--- config.mk ---
export PLATFORM = sky130hd
export DESIGN_NAME = alu_tp1_core
export DESIGN_NICKNAME = d
export VERILOG_FILES = /design/src/rtl/alu_tp1_pkg.sv /design/src/rtl/alu_tp1_comb.sv /design/src/rtl/alu_tp1_core.sv
export SDC_FILE = /design/constraint.sdc
export NUM_CORES = 1
export LEC_CHECK = 0
export BUFFER_PORTS_ARGS = -buffer_cell sky130_fd_sc_hd__clkbuf_2
export CORE_MARGIN = 5
export CORE_UTILIZATION = 55
export CTS_BUF_LIST = sky130_fd_sc_hd__clkbuf_2
export CTS_CLUSTER_SIZE = 12
export DETAILED_ROUTE_END_ITERATION = 8
export MAX_ROUTING_LAYER = met4
export PLACE_DENSITY_LB_ADDON = 0.25
export RECOVER_POWER = 50
export SETUP_SLACK_MARGIN = 0.02
export SLEW_MARGIN = 0
export SYNTH_ARGS = -nofsm -noshare
export SYNTH_HDL_FRONTEND = slang
export SYNTH_HIERARCHICAL = 1
export SYNTH_SLANG_ARGS = --single-unit
--- constraint.sdc ---
create_clock -name i_clk -period 0.86 [get_ports i_clk]
set_clock_uncertainty 0.05 [all_clocks]
set_input_delay 0.172 -clock i_clk [delete_from_list [all_inputs] [get_ports i_clk]]
set_output_delay 0.172 -clock i_clk [all_outputs]
set_load 0.1 [all_outputs]
--- src/rtl/alu_tp1_pkg.sv ---
// Shared opcode encodings (MIPS R-type funct) and default widths for the TP1 ALU.
// Optional flag outputs are enabled by defining ALU_TP1_FLAGS_EN.
package alu_tp1_pkg;

    localparam int DEF_NB_DATA = 8;
    localparam int DEF_NB_OP   = 6;

    localparam logic [5:0] OP_ADD = 6'b100000;
    localparam logic [5:0] OP_SUB = 6'b100010;
    localparam logic [5:0] OP_AND = 6'b100100;
    localparam logic [5:0] OP_OR  = 6'b100101;
    localparam logic [5:0] OP_XOR = 6'b100110;
    localparam logic [5:0] OP_NOR = 6'b100111;
    localparam logic [5:0] OP_SRA = 6'b000011;
    localparam logic [5:0] OP_SRL = 6'b000010;

endpackage

--- src/rtl/alu_tp1_comb.sv ---
// Combinational opcode decode and compute for the TP1 ALU.
// With ALU_TP1_FLAGS_EN defined, also produces zero/carry/overflow flags.
module alu_tp1_comb
    import alu_tp1_pkg::*;
#(
    parameter int NB_DATA = DEF_NB_DATA,
    parameter int NB_OP   = DEF_NB_OP
) (
    input  logic [NB_DATA-1:0] a,
    input  logic [NB_DATA-1:0] b,
    input  logic [NB_OP-1:0]   op,
    output logic [NB_DATA-1:0] res
`ifdef ALU_TP1_FLAGS_EN
    ,
    output logic               zero,
    output logic               carry,
    output logic               ovf
`endif
);

    localparam logic [NB_OP-1:0] C_ADD = NB_OP'(OP_ADD);
    localparam logic [NB_OP-1:0] C_SUB = NB_OP'(OP_SUB);
    localparam logic [NB_OP-1:0] C_AND = NB_OP'(OP_AND);
    localparam logic [NB_OP-1:0] C_OR  = NB_OP'(OP_OR);
    localparam logic [NB_OP-1:0] C_XOR = NB_OP'(OP_XOR);
    localparam logic [NB_OP-1:0] C_NOR = NB_OP'(OP_NOR);
    localparam logic [NB_OP-1:0] C_SRA = NB_OP'(OP_SRA);
    localparam logic [NB_OP-1:0] C_SRL = NB_OP'(OP_SRL);
    localparam logic [NB_DATA:0] SHIFT_LIM = (NB_DATA + 1)'(NB_DATA);
    localparam int MSB = NB_DATA - 1;

    logic [NB_DATA-1:0] add_r;
    logic [NB_DATA-1:0] sub_r;
    logic               shift_big;

    assign add_r     = a + b;
    assign sub_r     = a - b;
    // The whole of b is the shift amount, so anything >= width saturates.
    assign shift_big = {1'b0, b} >= SHIFT_LIM;

    always_comb begin
        res = '0;
        case (op)
            C_ADD: res = add_r;
            C_SUB: res = sub_r;
            C_AND: res = a & b;
            C_OR:  res = a | b;
            C_XOR: res = a ^ b;
            C_NOR: res = ~(a | b);
            C_SRA: res = shift_big ? {NB_DATA{a[MSB]}} : NB_DATA'($signed(a) >>> b);
            C_SRL: res = shift_big ? '0 : (a >> b);
            default: res = '0;
        endcase
    end

`ifdef ALU_TP1_FLAGS_EN
    logic [NB_DATA:0] add_w;
    logic [NB_DATA:0] sub_w;

    // SUB carry is the carry-out of a + ~b + 1, i.e. set when no borrow occurs.
    assign add_w = {1'b0, a} + {1'b0, b};
    assign sub_w = {1'b0, a} + {1'b0, ~b} + (NB_DATA + 1)'(1);
    assign zero  = (res == '0);

    always_comb begin
        carry = 1'b0;
        ovf   = 1'b0;
        case (op)
            C_ADD: begin
                carry = add_w[NB_DATA];
                ovf   = (a[MSB] == b[MSB]) && (add_r[MSB] != a[MSB]);
            end
            C_SUB: begin
                carry = sub_w[NB_DATA];
                ovf   = (a[MSB] != b[MSB]) && (sub_r[MSB] != a[MSB]);
            end
            default: begin
                carry = 1'b0;
                ovf   = 1'b0;
            end
        endcase
    end
`endif

endmodule

--- src/rtl/alu_tp1_core.sv ---
// TP1 ALU top: registers the combinational result (1-cycle latency, async active-low reset).
// Define ALU_TP1_FLAGS_EN to add registered o_ZERO/o_CARRY/o_OVF outputs.
module alu_tp1_core
    import alu_tp1_pkg::*;
#(
    parameter int NB_DATA = DEF_NB_DATA,
    parameter int NB_OP   = DEF_NB_OP
) (
    input  logic               i_clk,
    input  logic               i_rst_n,
    input  logic [NB_DATA-1:0] i_A,
    input  logic [NB_DATA-1:0] i_B,
    input  logic [NB_OP-1:0]   i_OP,
    output logic [NB_DATA-1:0] o_RES
`ifdef ALU_TP1_FLAGS_EN
    ,
    output logic               o_ZERO,
    output logic               o_CARRY,
    output logic               o_OVF
`endif
);

    logic [NB_DATA-1:0] res_next;

`ifdef ALU_TP1_FLAGS_EN
    logic zero_next;
    logic carry_next;
    logic ovf_next;

    alu_tp1_comb #(.NB_DATA(NB_DATA), .NB_OP(NB_OP)) u_comb (
        .a     (i_A),
        .b     (i_B),
        .op    (i_OP),
        .res   (res_next),
        .zero  (zero_next),
        .carry (carry_next),
        .ovf   (ovf_next)
    );

    // Flags clear with the result so nothing from before reset leaks out.
    always_ff @(posedge i_clk or negedge i_rst_n) begin
        if (!i_rst_n) begin
            o_RES   <= '0;
            o_ZERO  <= 1'b0;
            o_CARRY <= 1'b0;
            o_OVF   <= 1'b0;
        end else begin
            o_RES   <= res_next;
            o_ZERO  <= zero_next;
            o_CARRY <= carry_next;
            o_OVF   <= ovf_next;
        end
    end
`else
    alu_tp1_comb #(.NB_DATA(NB_DATA), .NB_OP(NB_OP)) u_comb (
        .a   (i_A),
        .b   (i_B),
        .op  (i_OP),
        .res (res_next)
    );

    always_ff @(posedge i_clk or negedge i_rst_n) begin
        if (!i_rst_n) begin
            o_RES <= '0;
        end else begin
            o_RES <= res_next;
        end
    end
`endif

endmodule

==> metrics, run 1 <==
Seq/Total Area, Yosys=~11%; Avg Synthesized Cell Area=7.92 sq um; Inserted Clock Buffers=3; Clock Tree Root=clkbuf_2; Yosys top cell area share=16.9%; flops & latches, synth=8; post-synthesis cell type count=47; Die X=66.8 um; Ys Warns=6; num rows=20; clock tree sinks=8; most area-hungry cell type in the Yosys netlist=ha_1; H-tree levels=1; syn_nets=273; post-GRT worst EP=o_RES[5]$_DFF_PN0_/D; Post-synth EDFFs=0; synthesized instance count=approximately 220; synth top area cells=ha_1 17%, dfrtp_1 11%, mux4_2 5.1%; # IOs=32; Initial Util=~58%; largest net degree at the start of global routing=21; die height=between 60 and 70 um; CTS Buffer Depth=2; top_reg_cell synth=dfrtp_1; Worst EP kind=register input; Halt Stage=5_1_grt; Port Buffers=31; Halt Reason=[ERROR DPL-0038] Utilization greater than 100%, impossible to legalize; gpl congestion=1.01; asr flop ratio synth=100%; Area after DPL=2670 sq um; Post-DP HPWL=approximately 5200 um; status=did not finish; Mapped Area=1770 sq um
==> through the flow <==
step                hold slack (ns)  setup slack [ns]  TNS [ns]  util (%)  std cells
floorplan                    -0.174             -1.47     -8.68         -        224
global placement            -0.0214             -1.57    -11.06      86.7        361
detailed placement          -0.0222             -1.71    -11.79      86.7        361
CTS                           0.261             -1.44    -11.70      90.6        367
==> cell usage after synthesis (3+ instances only) <==
library cell  instances
mux2_2                6
nor2b_1               4
nor3_1                6
o21a_1                5
xnor2_1               9
nand3_1               6
o21ai_0              11
nand2_1              18
a21oi_1              13
buf_2                 6
dfrtp_1               8
nand2b_1              6
nor2_1               11
or3_1                 3
mux4_2                4
a211oi_1              4
mux2i_1               8
o211ai_1              6
clkbuf_1              4
inv_1                17
xor2_1                5
nor4_1                5
or4_1                 3
ha_1                 24
nand4_1               4
==> timing repair <==
action	4_1_cts
hold buffers	1
setup buffers	2
resized for setup	17
pin swaps	7
endpoints found under the setup margin	16
endpoints found under the hold margin	8
gates cloned	0
==> logic make-up after synthesis <==
kind of cell    count (synthesis)  share of synthesized area (%)
compound gates                 58                           22.0
flops                           8                           11.3
mux                            18                           13.4
fa+ha+maj                      25                           18.1
buf+inv                        28                           6.56
simple gates                   73                           21.8
xor+xnor                       14                           6.91
==> run 2, diff against run 1 <==
Settings changed: CORE_UTILIZATION 55 to 40, CTS_BUF_LIST sky130_fd_sc_hd__clkbuf_2 to unset, CTS_CLUSTER_SIZE 12 to unset, MAX_ROUTING_LAYER met4 to unset, PLACE_DENSITY_LB_ADDON 0.25 to 0.15, SETUP_SLACK_MARGIN 0.02 to unset.
==> metrics, run 2 <==
Ys Warns=6 (unchanged); # IOs=32 (unchanged); Seq/Total Area, Yosys=11.3% (unchanged); Cell Pwr Density=slightly above 800 nW/um^2; Post-synth EDFFs=0 (unchanged); crit path DAT=2.42 ns; share of post-route cells with drive strength above 1=47.1%; CTS Buffer Depth=2 (unchanged); final setup violation count=16; synthesized instance count=224 (unchanged); post-synthesis cell type count=47 (unchanged); Initial DRC Count=approximately 160; global-route wire length before repair=10300 um; flops & latches, synth=8 (unchanged); num rows=24 (was 20); DR WL/cell=17.0 um; synthesis-to-layout area growth=63.0%; Vias=2130; fillers=about 360; Die X=76.6 um (was 66.8 um); Inserted Clock Buffers=3 (unchanged); top_reg_cell synth=dfrtp_1 (unchanged); commonest non-fill, non-tap cell in the layout=buf_4; Initial Util=41.0% (was 57.6%); Top reg by flops=o_RES; CP peak stage delay=0.33 ns; critical path's top delay family=simple AND/OR/NAND/NOR gates; max FFs per register=8; asr flop ratio synth=100% (unchanged); initial antenna violation count=0; Routed WL=between 6000 and 7000 um; Mapped Area=1770 sq um (unchanged); clock tree sinks=8 (unchanged); core area=4320 sq um; Detail Route Antenna Nets=0; Post-DP HPWL=5170 um (was 5230 um); vias per inst=5.68; minimum clock period=2.36 ns; status=finished, violations left (was did not finish); synth top area cells=ha_1 17%, dfrtp_1 11%, mux4_2 5.1% (unchanged); Port Buffers=31 (unchanged); clock slew at reported path FFs=~0.040 ns; Slowest cell on crit path=nor4b_4; worst path cell trace=buf_6, nor4b_4, nand2_1, nor2_1, a21o_1, inv_1, ha_1, nor2b_4, o31a_1, o21a_1, or3_1, a31o_2; RSZ-0062 raised after global routing=yes; fmax=approximately 420 MHz; Buf/Inv on CP=2; Yosys top cell area share=16.9% (unchanged); CTS tree=done; Min Hold Slack=0.293 ns; most frequent cell after synthesis=ha_1 (unchanged); final net count=~370; Worst Path Max Fanout=4; pre-CTS setup slack=-1.67 ns (was -1.71 ns); slack of the critical path=-1.50 ns; Pleak=1.37 nW; gpl congestion=0.986 (was 1.01); Slew Viols, Final=0; syn_nets=273 (unchanged); Tot Pwr=approximately 0.0023 W; maximum capacitance violations=0; startpoint type of the worst setup path=input port; Pre-antenna DRT Iters=4; Hold Vio Cnt, Final=0; die area=5870 sq um; Post-synth top cells=24 x ha_1, 18 x nand2_1, 17 x inv_1 (unchanged); type of destination of the critical path=register; most frequent cells in the layout=67 x buf_4, 24 x ha_1, 21 x clkbuf_2, 18 x nand2_1, 15 x inv_1; crit share post-route=274%; crit path kind=input port to register; worst vdd ir=345 uV; number of global-route vias before repair=2104; largest net degree at the start of global routing=21; most area-hungry cell type in the Yosys netlist=ha_1 (unchanged); Avg Synthesized Cell Area=7.92 sq um (unchanged); H-tree levels=1 (unchanged); total track usage=21.4%; CP Data Required Time=0.92 ns; largest registers=o_RES (8); grt ovf=0; Antenna Cells=0; die height=76.6 um (was 66.8 um); Worst-Margin Slew=0.487 ns; Clock Tree Root=clkbuf_8 (was clkbuf_2); Slew headroom=67.5%; violated checks=setup timing; Remaining DRCs=0; Hold Path Class=input port to async pin
==> run 2: cell counts after synthesis <==
No cell type changed its count.
==> run 2: power by group <==
group          switching, W  leakage (nW)  internal [W]  total, W
combinational      0.000753          1.25      0.000722   0.00148
clock              0.000142        0.0216      0.000303  0.000445
sequential        0.0000120        0.0949      0.000402  0.000414
==> run 2: path summary, 6_finish.rpt <==
kind                         start  endpoint  slack [ns]  depth (start not counted)
min in group i_clk          i_A[7]  o_RES[0]        0.43                          4
min                        i_rst_n  o_RES[2]        0.29                          2
max                        i_OP[3]  o_RES[5]       -1.50                         12
max in group asynchronous  i_rst_n  o_RES[6]        0.26                          2
==> run 2: per-layer routing <==
metal  vias up  global-route usage, %  wire length (um)
li1       1035                      -                 -
met1       999                   28.0              2780
met2        82                   35.4              2990
met3        14                   3.78               442
met4         0                   7.17               172
met5         -                      0                 0
==> run 2: per-stage QoR <==
step	util [%]	std cells	instance area [sq um]	setup TNS, ns
global placement	62.1	368	2690	-11.40
floorplan	-	224	1890	-8.68
CTS	64.4	374	2780	-11.41
finish	66.9	375	2890	-11.48
detailed placement	62.1	368	2690	-11.57
global route	66.9	375	2890	-12.39
==> run 2: what timing repair did <==
action,CTS,global route
endpoints found under the hold margin,8,0
setup buffers,2,1
gates cloned,0,0
setup endpoints to repair,16,16
resized for setup,9,26
hold buffers,1,0
pin swaps,6,12
==> run 2: logic make-up after synthesis <==
| logic type | share of synthesized area, % |
|---|---|
| AOI/OAI and AO/OA | 22.0 |
| adders and majority gates | 18.1 |
| buffers and inverters | 6.56 |
| and+or+nand+nor | 21.8 |
| muxes | 13.4 |
| DFF | 11.3 |
| xor gates and xnor gates | 6.91 |
==> run 2: final cells by class <==
class | count | area (sq um) | share of cell area, %
Multi-Input combinational cell | 188 | 1590 | 55.1
Timing Repair Buffer | 107 | 900 | 31.1
Sequential cell | 8 | 230 | 7.96
Tap cell | 52 | 65.1 | 2.25
Inverter | 17 | 63.8 | 2.21
Clock buffer | 3 | 41.3 | 1.43
Note: power is estimated with default switching activity, not from simulation.
